<file path="src/rtl/addr_ser_dmr.sv">
// Digit-serial unsigned adder with duplicated digit datapath, compare and bounded retry.
// Latency: N=WIDTH/DIGIT cycles from acceptance to out_valid, plus N cycles per retry.
// Backpressure: one transaction in flight; in_ready only in IDLE, result held in DONE until out_ready.
module addr_ser_dmr #(
  parameter int WIDTH     = 8,
  parameter int DIGIT     = 4,
  parameter int MAX_RETRY = 2
) (
  input  logic                           clk,
  input  logic                           rst_n,
  input  logic                           in_valid,
  output logic                           in_ready,
  input  logic [WIDTH-1:0]               a,
  input  logic [WIDTH-1:0]               b,
  output logic                           out_valid,
  input  logic                           out_ready,
  output logic [WIDTH:0]                 sum,
  output logic                           fault,
  output logic [$clog2(MAX_RETRY+1)-1:0] retries,
  input  logic                           inj_en,
  input  logic [DIGIT-1:0]               inj_mask
);

  localparam int N  = WIDTH / DIGIT;
  localparam int IW = (N > 1) ? $clog2(N) : 1;
  localparam int RW = $clog2(MAX_RETRY + 1);

  typedef enum logic [1:0] {S_IDLE, S_CALC, S_DONE} state_t;

  state_t           state_q, state_d;
  logic [WIDTH-1:0] a_q, a_d, b_q, b_d;
  logic [IW-1:0]    idx_q, idx_d;
  logic             ca_q, ca_d, cb_q, cb_d;
  logic             mis_q, mis_d;
  logic [RW-1:0]    retry_q, retry_d;
  logic [WIDTH:0]   sum_q, sum_d;
  logic             fault_q, fault_d;

  logic [DIGIT-1:0] a_dig, b_dig;
  logic [DIGIT:0]   ra, rb;
  logic             dig_mis;
  logic             pass_mis;

  // Two independent digit adders on the current digit; copy B can be corrupted by the injection hook.
  always_comb begin
    a_dig = a_q[int'(idx_q)*DIGIT +: DIGIT];
    b_dig = b_q[int'(idx_q)*DIGIT +: DIGIT];
    ra    = {1'b0, a_dig} + {1'b0, b_dig} + {{DIGIT{1'b0}}, ca_q};
    rb    = {1'b0, a_dig} + {1'b0, b_dig} + {{DIGIT{1'b0}}, cb_q};
    if (inj_en) begin
      rb[DIGIT-1:0] = rb[DIGIT-1:0] ^ inj_mask;
    end
    dig_mis  = (ra != rb);
    pass_mis = mis_q | dig_mis;
  end

  // Next-state and datapath update for the IDLE / CALC / DONE sequence.
  always_comb begin
    state_d = state_q;
    a_d     = a_q;
    b_d     = b_q;
    idx_d   = idx_q;
    ca_d    = ca_q;
    cb_d    = cb_q;
    mis_d   = mis_q;
    retry_d = retry_q;
    sum_d   = sum_q;
    fault_d = fault_q;
    case (state_q)
      S_IDLE: begin
        if (in_valid) begin
          a_d     = a;
          b_d     = b;
          idx_d   = '0;
          ca_d    = 1'b0;
          cb_d    = 1'b0;
          mis_d   = 1'b0;
          retry_d = '0;
          fault_d = 1'b0;
          state_d = S_CALC;
        end
      end
      S_CALC: begin
        // Result always comes from copy A; copy B only serves as the comparison reference.
        sum_d[int'(idx_q)*DIGIT +: DIGIT] = ra[DIGIT-1:0];
        ca_d  = ra[DIGIT];
        cb_d  = rb[DIGIT];
        mis_d = pass_mis;
        idx_d = idx_q + IW'(1);
        if (idx_q == IW'(N - 1)) begin
          sum_d[WIDTH] = ra[DIGIT];
          idx_d = '0;
          ca_d  = 1'b0;
          cb_d  = 1'b0;
          mis_d = 1'b0;
          if (!pass_mis) begin
            fault_d = 1'b0;
            state_d = S_DONE;
          end else if (retry_q < RW'(MAX_RETRY)) begin
            retry_d = retry_q + RW'(1);
          end else begin
            fault_d = 1'b1;
            state_d = S_DONE;
          end
        end
      end
      S_DONE: begin
        if (out_ready) begin
          state_d = S_IDLE;
        end
      end
      default: state_d = S_IDLE;
    endcase
  end

  // State registers; reset aborts any transaction in flight.
  always_ff @(posedge clk or negedge rst_n) begin
    if (!rst_n) begin
      state_q <= S_IDLE;
      a_q     <= '0;
      b_q     <= '0;
      idx_q   <= '0;
      ca_q    <= 1'b0;
      cb_q    <= 1'b0;
      mis_q   <= 1'b0;
      retry_q <= '0;
      sum_q   <= '0;
      fault_q <= 1'b0;
    end else begin
      state_q <= state_d;
      a_q     <= a_d;
      b_q     <= b_d;
      idx_q   <= idx_d;
      ca_q    <= ca_d;
      cb_q    <= cb_d;
      mis_q   <= mis_d;
      retry_q <= retry_d;
      sum_q   <= sum_d;
      fault_q <= fault_d;
    end
  end

  assign in_ready  = (state_q == S_IDLE);
  assign out_valid = (state_q == S_DONE);
  assign sum       = sum_q;
  assign fault     = fault_q;
  assign retries   = retry_q;

endmodule

</file>
<file path="config.mk">
export PLATFORM = sky130hd
export DESIGN_NAME = addr_ser_dmr
export DESIGN_NICKNAME = d
export VERILOG_FILES = /design/src/rtl/addr_ser_dmr.sv
export SDC_FILE = /design/constraint.sdc
export NUM_CORES = 1
export LEC_CHECK = 0
export ABC_CLOCK_PERIOD_IN_PS = 8200
export CAP_MARGIN = 10
export CORE_UTILIZATION = 39
export DETAILED_ROUTE_END_ITERATION = 10
export PLACE_DENSITY = 0.6
export SLEW_MARGIN = 20
export SYNTH_ARGS = -nofsm -noshare
export SYNTH_HDL_FRONTEND = slang
export SYNTH_SLANG_ARGS = --single-unit
</file>
<file path="constraint.sdc">
create_clock -name clk -period 8.2 [get_ports clk]
set_input_delay 0.82 -clock clk [delete_from_list [all_inputs] [get_ports clk]]
set_output_delay 0.82 -clock clk [all_outputs]
set_load 0.01 [all_outputs]
</file>
==> summary.md <==
| Metric | Value |
|---|---|
| Outcome | completed |
| Row Count | 24 |
| CP arrival | 3.68 ns |
| Leading post-synthesis cells by cell area | dfrtp_1 45%, nand2_1 12%, mux2_2 6.0%, ha_1 5.3%, xnor2_1 3.3% |
| Register area share after synthesis | between 40% and 50% |
| Initial antenna violation count | 0 |
| DRT Pass-1 Iters | 4 |
| Final Skew | 0.01021 ns |
| Die Wd | roughly 72 um |
| Worst slew margin relative to its limit | 51.86% |
| Reg2reg start | idx_q |
| Final WS setup | around 4.7 ns |
| CTS tree | built |
| RSZ-0062 raised after global routing | no |
| Post-Synthesis Cell Area | about 1900 sq um |
| Port buffer count | 38 |
| Via/cell ratio | 5.035 |
| Min-delay worst type | reg2reg |
| Post-synth top cells | 60 x nand2_1, 34 x dfrtp_1, 10 x mux2_2 |
| Netlist cell types | 39 |
| Vias in the first global route | 1367 |
| Reg2reg end | state_q[1] |
| CP Max Fanout | 16 |
| Fraction of layout cells with a size suffix above 1 | 10.59% |
| Die Ht | 71.51 um |
| Iter 0 DRT Violations | 66 |
| First-pass GRT wire length | approximately 6500 um |
| CP Launch Point | idx_q |
| Hold Path Depth | 2 |
| Final core occ | a little over half |
| Post-CTS Setup Inserts | 0 |
| CTS resizes | 0 |
| Final ANT Viol Nets | 0 |
| Fmax achieved | 285.5 MHz |
| Dpl ws | 4.720 ns |
| Setup TNS | 0 ns |
| Worst reg2reg setup slack | ~4.7 ns |
| Layout Area Growth over Synthesis | 26.83% |
| Pin count of the biggest net entering global routing | 35 |
| Area share of the largest cell type after synthesis | 45.15% |
| Max-slew violation count | 0 |
| Bufs on Longest Clock Path | 2 |
| # nets final | 270 |
| Post-CTS Hold Fix Bufs | 0 |
| Tot Pwr | 0.001140 W |
| Placed Area | between 2000 and 2500 sq um |
| Pwr/cell area | ~480 nW/um^2 |
| Max_cap viols | 0 |
| Post-DR wirelength/cell | 12.94 um |
| R2R depth | 11 |
| Yosys reg bits | 34 |
| Worst path required time | 8.38 ns |
| Static leakage | 1.121 nW |
| Worst vdd ir | 0.1587 mV |
| Gr ovfl total | 0 |
| Finished Cell Area | about 2400 sq um |
| Slowest CP cell | dfrtp_1 |
| Hold EP | b_q[4] |
| Delay-heaviest family, CP | adder cells |
| H-Tree Level Count | 2 |
| WS Path Type | reg2reg |
| Critical path's largest stage delay | between 0.7 and 0.8 ns |
| Syn avg cell area | 9.565 sq um |
| GPL Wtd Cong | 0.7896 |
| Ys flop type | dfrtp_1 |
| Ant diodes | 0 |
| Critical path depth in cells | 11 |
| Ys async rst share | 100.0% |
| Fillers | 436 |
| # setup viols final | 0 |
| Root Buffer | clkbuf_8 |
| Worst skew pair latency | roughly 0.29 ns |
| Post-synth top area cell | dfrtp_1 |
| Post-DP HPWL | 2694 um |
| Core ar. | between 4000 and 5000 sq um |
| Fin crit share | 42.71% |
| Crit. End Element | flip-flop |
| Via count | 1450 |
| Syn nets | about 230 |
| Slew @ Worst Pin | just over 0.7 ns |
| DRC violations left | 0 |
| Crit path launch type | flip-flop |
| Yosys warns | 0 |
| Hold_sp | b_q[4] |
| Worst-path cell chain | mux2_2, ha_1, inv_1, fa_1, inv_1, ha_1, xnor3_1, nand4_1, nand3_1, a31o_1, a32o_2 |
| CTS clk-pin slew, worst paths | 0.07 ns |
| CP bufs+invs | 2 |
| CTS sink cnt | 34 |
| Most common cell in the netlist | nand2_1 |
| CTS buffer count | 5 |
| GRT Resource Usage Total | 16.57% |
| Routed WL | 3728 um |
| Final hold viol count | 0 |
| EDFF count, synth | 0 |
| # IOs | 39 |
| Post-Syn Instances | 197 |
| Clock period minus final worst setup slack | around 3.5 ns |
| Initial Utilization | 41.83% |
| Die ar. | just over 5000 sq um |
[worst min-delay path: cells and delay by family (launching register included)]
| family | cells | cell delay (ns) |
|---|---|---|
| simple gates | 2 | 0.10 |
| flops | 1 | 0.34 |
[metrics by stage]
stage,cells,hold WS [ns]
after detailed placement,281,0.4588
final,288,0.4697
after floorplan,197,0.4401
after global routing,288,0.5001
after global placement,281,0.4592
after CTS,288,0.4771
[cell families (layout without fill, tap and decap cells)]
logic type / Yosys count / count (layout) / share of synthesized area [%]
buffers and inverters: 15 / 54 / 2.988
adders and majority gates: 9 / 9 / 6.375
muxes: 13 / 13 / 7.570
AOI/OAI and AO/OA: 30 / 30 / 11.62
and+or+nand+nor: 83 / 83 / 19.52
xor gates and xnor gates: 13 / 13 / 6.773
DFF: 34 / 34 / 45.15
[report_power, final]
| part | total [W] | switching [W] | leakage [nW] | internal [W] |
|---|---|---|---|---|
| clock network | 0.000115 | 0.0000580 | 0.0438 | 0.0000569 |
| logic | 0.000716 | 0.000355 | 0.657 | 0.000361 |
| registers | 0.000308 | 0.0000612 | 0.421 | 0.000247 |
| total | 0.00114 | 0.000475 | 1.12 | 0.000665 |
[cells in the final DEF (no fill, tap or decap), drive strengths merged, types with 2 or more instances in the layout]
cell	n
a211oi	2
xor2	5
inv	8
a31oi	3
o21ai	9
clkdlybuf4s50	38
mux2	10
xnor2	7
clkbuf	5
o21bai	2
o31ai	2
nor2b	3
a21oi	4
a32o	3
nand2	60
clkinv	2
mux2i	3
dfrtp	34
nor2	6
a22o	2
ha	8
nand3	5
[state kept, by name (all words and copies together), names as in the netlist]
register / count
fault: 1
ca_q: 1
idx_q: 1
b_q: 8
cb_q: 1
mis_q: 1
a_q: 8
sum: 9
retries: 2
state_q: 2
[per-layer routing]
metal / track usage, % / vias up / wire [um]
met5: 0 / - / 0
met4: 6.536 / 0 / 50
met3: 4.079 / 5 / 155
met2: 25.40 / 41 / 1664
met1: 22.75 / 662 / 1858
li1: - / 742 / -
[worst max path at each step]
stage / to / slack [ns]
after floorplan: state_q[1] / 4.73
after global placement: state_q[1] / 4.77
after detailed placement: state_q[1] / 4.72
after CTS: state_q[1] / 4.70
after global routing: state_q[1] / 4.54
final: state_q[1] / 4.70
[final cells by class]
cell class              instances  area [sq um]  share of cell area (%)
multi-input cells             148         977.2                   40.89
well taps                      52         65.06                   2.723
inverters                       8         30.03                   1.257
flip-flops and latches         34         850.8                   35.60
clock inverters                 2         10.01                  0.4188
repair buffers                 39         387.9                   16.23
clock buffers                   5         68.82                   2.880
No activity file was read; power rests on OpenSTA's default activity.
